`config.mk`:
```
export PLATFORM = sky130hd
export DESIGN_NAME = gray_stream_gen
export DESIGN_NICKNAME = d
export VERILOG_FILES = /design/src/rtl/gray_stream_gen.sv
export SDC_FILE = /design/constraint.sdc
export NUM_CORES = 1
export LEC_CHECK = 0
export ABC_AREA = 1
export CAP_MARGIN = 20
export CORE_MARGIN = 2
export CORE_UTILIZATION = 45
export CTS_CLUSTER_SIZE = 12
export DETAILED_ROUTE_END_ITERATION = 16
export PLACE_DENSITY = 0.91
export SYNTH_ARGS = -nofsm -noshare
export SYNTH_HDL_FRONTEND = slang
export SYNTH_SLANG_ARGS = --single-unit
```
`constraint.sdc`:
```
create_clock -name clk -period 4.2 [get_ports clk]
set_clock_uncertainty 0.05 [all_clocks]
set_input_delay 0.84 -clock clk [delete_from_list [all_inputs] [get_ports clk]]
set_output_delay 0.84 -clock clk [all_outputs]
set_load 0.005 [all_outputs]
```
`src/rtl/gray_stream_gen.sv`:
```
// gray_stream_gen: binary up/down counter with a registered Gray encoding,
// presented on a valid/ready output stream.
//
// Stream handshake: a word transfers on any rising edge where
// out_valid && out_ready. out_valid is high only in RUN. While out_valid is
// high and out_ready is low, bin_out/gray_out hold. The count advances by one
// only on a transfer.
//
// Optional build macro GRAY_STEP_CHECK_EN adds step_err. step_err is a
// one-cycle pulse flagging an accepted Gray word that is not exactly one bit
// away from the previously accepted word in the same RUN session.
//
// state_dbg exposes the FSM state (0 = IDLE, 1 = RUN, 2 = DONE).
module gray_stream_gen #(
  parameter int WIDTH = 4
) (
  input  logic             clk,
  input  logic             rst,
  input  logic             start,
  input  logic             stop,
  input  logic             load,
  input  logic [WIDTH-1:0] load_val,
  input  logic             dir_up,
  input  logic             wrap_en,
  input  logic             out_ready,
  output logic             out_valid,
  output logic [WIDTH-1:0] bin_out,
  output logic [WIDTH-1:0] gray_out,
  output logic             done,
`ifdef GRAY_STEP_CHECK_EN
  output logic             step_err,
`endif
  output logic [1:0]       state_dbg
);

  typedef enum logic [1:0] {
    S_IDLE = 2'd0,
    S_RUN  = 2'd1,
    S_DONE = 2'd2
  } state_t;

  localparam logic [WIDTH-1:0] ALL_ONES = '1;
  localparam logic [WIDTH-1:0] ALL_ZERO = '0;

  state_t           state_q;
  state_t           state_n;
  logic [WIDTH-1:0] bin_n;
  logic [WIDTH-1:0] step_val;
  logic             handshake;
  logic             at_term;

  // Gray code of a binary value: top bit copied, every other bit is the XOR
  // of itself with its upper neighbour.
  function automatic logic [WIDTH-1:0] to_gray(input logic [WIDTH-1:0] b);
    logic [WIDTH-1:0] g;
    g[WIDTH-1] = b[WIDTH-1];
    for (int i = 0; i < WIDTH - 1; i++) begin
      g[i] = b[i] ^ b[i+1];
    end
    return g;
  endfunction

  assign handshake = (state_q == S_RUN) && out_ready;
  assign at_term   = dir_up ? (bin_out == ALL_ONES) : (bin_out == ALL_ZERO);
  assign step_val  = dir_up ? (bin_out + WIDTH'(1)) : (bin_out - WIDTH'(1));

  // Next-state and next-count decode. Load and start can coincide outside RUN.
  // In RUN, stop wins over the terminal move to DONE.
  always_comb begin
    state_n = state_q;
    bin_n   = bin_out;
    case (state_q)
      S_IDLE, S_DONE: begin
        if (load) begin
          bin_n = load_val;
        end
        if (start) begin
          state_n = S_RUN;
        end
      end
      S_RUN: begin
        if (handshake) begin
          if (at_term && !wrap_en) begin
            state_n = S_DONE;
          end else begin
            bin_n = step_val;
          end
        end
        if (stop) begin
          state_n = S_IDLE;
        end
      end
      default: begin
        state_n = S_IDLE;
      end
    endcase
  end

  // State, count and Gray code all register on the same edge. This keeps
  // bin_out and gray_out consistent with each other on every cycle.
  always_ff @(posedge clk) begin
    if (rst) begin
      state_q  <= S_IDLE;
      bin_out  <= '0;
      gray_out <= '0;
    end else begin
      state_q  <= state_n;
      bin_out  <= bin_n;
      gray_out <= to_gray(bin_n);
    end
  end

  assign out_valid = (state_q == S_RUN);
  assign done      = (state_q == S_DONE);
  assign state_dbg = state_q;

`ifdef GRAY_STEP_CHECK_EN
  logic [WIDTH-1:0] last_gray;
  logic             last_ok;

  function automatic int ones(input logic [WIDTH-1:0] v);
    int n;
    n = 0;
    for (int i = 0; i < WIDTH; i++) begin
      n = n + int'(v[i]);
    end
    return n;
  endfunction

  // Remember the last accepted Gray word and flag a non-unit step. A load or
  // start outside RUN begins a new session, so the next word is not compared.
  always_ff @(posedge clk) begin
    if (rst) begin
      last_gray <= '0;
      last_ok   <= 1'b0;
      step_err  <= 1'b0;
    end else begin
      step_err <= 1'b0;
      if ((state_q != S_RUN) && (load || start)) begin
        last_ok <= 1'b0;
      end else if (handshake) begin
        step_err  <= last_ok && (ones(gray_out ^ last_gray) != 1);
        last_gray <= gray_out;
        last_ok   <= 1'b1;
      end
    end
  end
`endif

endmodule
```
==> impl_metrics.ini <==
[place]
dp_hpwl_mm = 1.41
place_area_um2 = 870
portBuffers = 23
globalplace.congestion = 0.800

[grt]
grt_max_degree = 8
grt_pass1_wl_mm = 2.72
grt_pass1_vias = 675
antenna_found_initial = 0
gr-total-overflow = 0
track_usage_pct = 24.5

[outcome]
outcome = finished, final reports clean

[clocking]
cts_hold_buf = 0
htree_levels = 1
clock_path_buffers = 2
cts.sinks = 9
cts_tree = built
cts_buffers = 3
clk_latency_ns = 0.25
post_cts_buffers = 0
cts_resized = 0
cts_root_buffer = clkbuf_4
clk_pin_slew_worst_paths_ns = 0.06

[setup_path]
critPathKind = in2reg
worst_setup_path_end_kind = flop
startpoint_type = input pin
required_ns = 4.30
critPathArrivalTime_ns = 2.55
cp_max_fo = 4

[layout]
antennaDiodeCount = 0
drive_gt1_share_pct = 10.7
postLayoutCellArea_um2 = 896
syn_to_final_growth_pct = 42.6
n_fill_cell = 121
nets = 137

[synth]
yosys.area_share.simple_pct = 42.2
async_reset_ff_share_pct = 0
synthMuxAreaShare_pct = 0
ys_seq_elements = 9
syn_area_um2 = 628
netlist_instances = 95
syn_area_per_cell_um2 = 6.61
ys_warn_count = 0
synthAdderAreaFrac_pct = 7.17
yosys-top-cells-area = dfxtp_1 29%, nand2_1 13%, inv_1 8.4%
synth-xor-area-share_pct = 1.39
syn_nets = 110
synth_flop_cell = dfxtp_1
ys_seq_area_share_pct = 28.7
synth_top_family_by_area = simple AND/OR/NAND/NOR gates
synth_compound_area_share_pct = 11.0
synth_common_cells = 21 x nand2_1, 14 x inv_1, 14 x nor2_1
synth_top_area_share_pct = 28.7
synth_edf_count = 0
synth_top_area_cell = dfxtp_1
yosysMostFrequentCell = nand2_1
synth_cell_types = 21

[sta]
grt_setup_unrepaired = false
tns_ns = 0
finalSetupViolations = 0
worst_pin_slew_ns = 0.315
hold_viol_final = 0
worst_slew_margin_rel_pct = 78.9
period_needed_ns = 2.45
max_freq_mhz = 408
slew_viol_final = 0
min_period_over_period_pct = 58.4

[power_and_ir_drop]
p_switching_mw = 0.0835
irDropWorstVdd_mv = 0.222
power_density_mw_per_mm2 = 294
switching_share_pct = 31.7
seqPwrFrac_pct = 39.1
combPwrFrac_pct = 36.3
clockPowerShare_pct = 24.6
power.leakage_nw = 0.427
p_int_mw = 0.180

[drt]
viasPerCell = 5.33
drtIter0Drc = 16
firstDrtPassIters = 5
drc_errors = 0
wire_per_inst_um = 12.3
ant_nets = 0
finalWirelength_mm = 1.68
vias = 725

[floorplan]
initial_core_util_pct = 48.3
placementRows = 13
die_y_um = 41.4
io_pins = 24
core_area_mm2 = 0.00130
dieArea_mm2 = 0.00171
die_w_um = 41.4

[job]
max-cap-violations = 0

[worst_hold_path]
worst_hold_path_type = reg2reg
area by class of cell:
type                    count  area (um^2)  area share [%]
multi-input cells          71          388            43.3
flip-flops and latches      9          180            20.1
inverters                  14         52.6            5.87
well taps                  15         18.8            2.09
clock buffers               4         26.3            2.93
repair buffers             23          230            25.7
stage by stage:
| stage | hold slack (ns) | util (%) | total power [mW] | std cells | setup slack, ns |
|---|---|---|---|---|---|
| final | 0.484 | 68.8 | 0.264 | 136 | 1.75 |
| after global routing | 0.535 | 68.8 | 0.282 | 136 | 1.63 |
| after CTS | 0.488 | 68.8 | 0.266 | 136 | 1.76 |
| after detailed placement | 0.472 | 66.8 | 0.200 | 132 | 1.50 |
| after global placement | 0.467 | 66.8 | 0.194 | 132 | 1.62 |
| after floorplan | 0.451 | - | 0.155 | 95 | 2.23 |
state kept, by name (all words and copies together) (netlist names):
name / count
bin_out: 4
state_dbg: 2
gray_out: 3
layout by cell type (no fill, tap or decap):
| cell | count |
|---|---|
| nand3b_1 | 1 |
| a21oi_1 | 4 |
| nand2_4 | 2 |
| o21ai_0 | 3 |
| nand2_1 | 21 |
| xor2_1 | 1 |
| clkbuf_1 | 1 |
| or2_2 | 1 |
| nor2_2 | 1 |
| clkdlybuf4s50_1 | 23 |
| nand3_1 | 8 |
| dfxtp_1 | 9 |
| ha_1 | 2 |
| nand3_2 | 2 |
| nand4_1 | 1 |
| fa_1 | 1 |
| a22oi_1 | 3 |
| nand2_2 | 4 |
| nor2_1 | 14 |
| o21ai_1 | 1 |
| a31oi_1 | 1 |
| inv_1 | 14 |
| clkbuf_4 | 3 |
worst max-delay path, stage by stage:
cell and delay, ns:
clkdlybuf4s50_1 0.54, inv_1 0.09, ha_1 0.33, nand3_1 0.12
nand3_1 0.09, o21ai_0 0.08, nand2_1 0.08, nand3_1 0.06
nand2_1 0.10, nand2_1 0.07, nor2_1 0.10, nor2_1 0.05
final timing paths:
check	startpoint	slack (ns)	depth (start not counted)	endpoint
worst min-delay path	state_dbg[1]	0.48	2	state_dbg[1]
worst max register to register	bin_out[0]	2.42	8	gray_out[2]
worst min register to register	state_dbg[1]	0.48	2	state_dbg[1]
worst max-delay path	dir_up	1.75	12	gray_out[2]
power by group through the flow:
stage | Clock, mW | Combinational, mW | Sequential, mW
final | 0.0650 | 0.0956 | 0.103
after global routing | 0.0707 | 0.107 | 0.105
after CTS | 0.0675 | 0.0954 | 0.103
after detailed placement | 0 | 0.0948 | 0.105
after global placement | 0 | 0.0902 | 0.104
after floorplan | 0 | 0.0510 | 0.104
kinds of logic after synthesis:
logic type               Yosys count
XOR/XNOR                           1
flip-flops                         9
adder cells (fa/ha/maj)            3
AND/OR/NAND/NOR                   55
AO/OA/AOI/OAI                     12
buffers and inverters             15
routing by layer:
metal	track usage, %	up-vias	part of all wire [%]
met3	7.45	6	6.8
met4	7.26	0	3.3
li1	-	356	-
met1	27.0	329	39
met5	0	-	0
met2	44.5	34	51
Note: power is estimated with default switching activity, not from simulation.
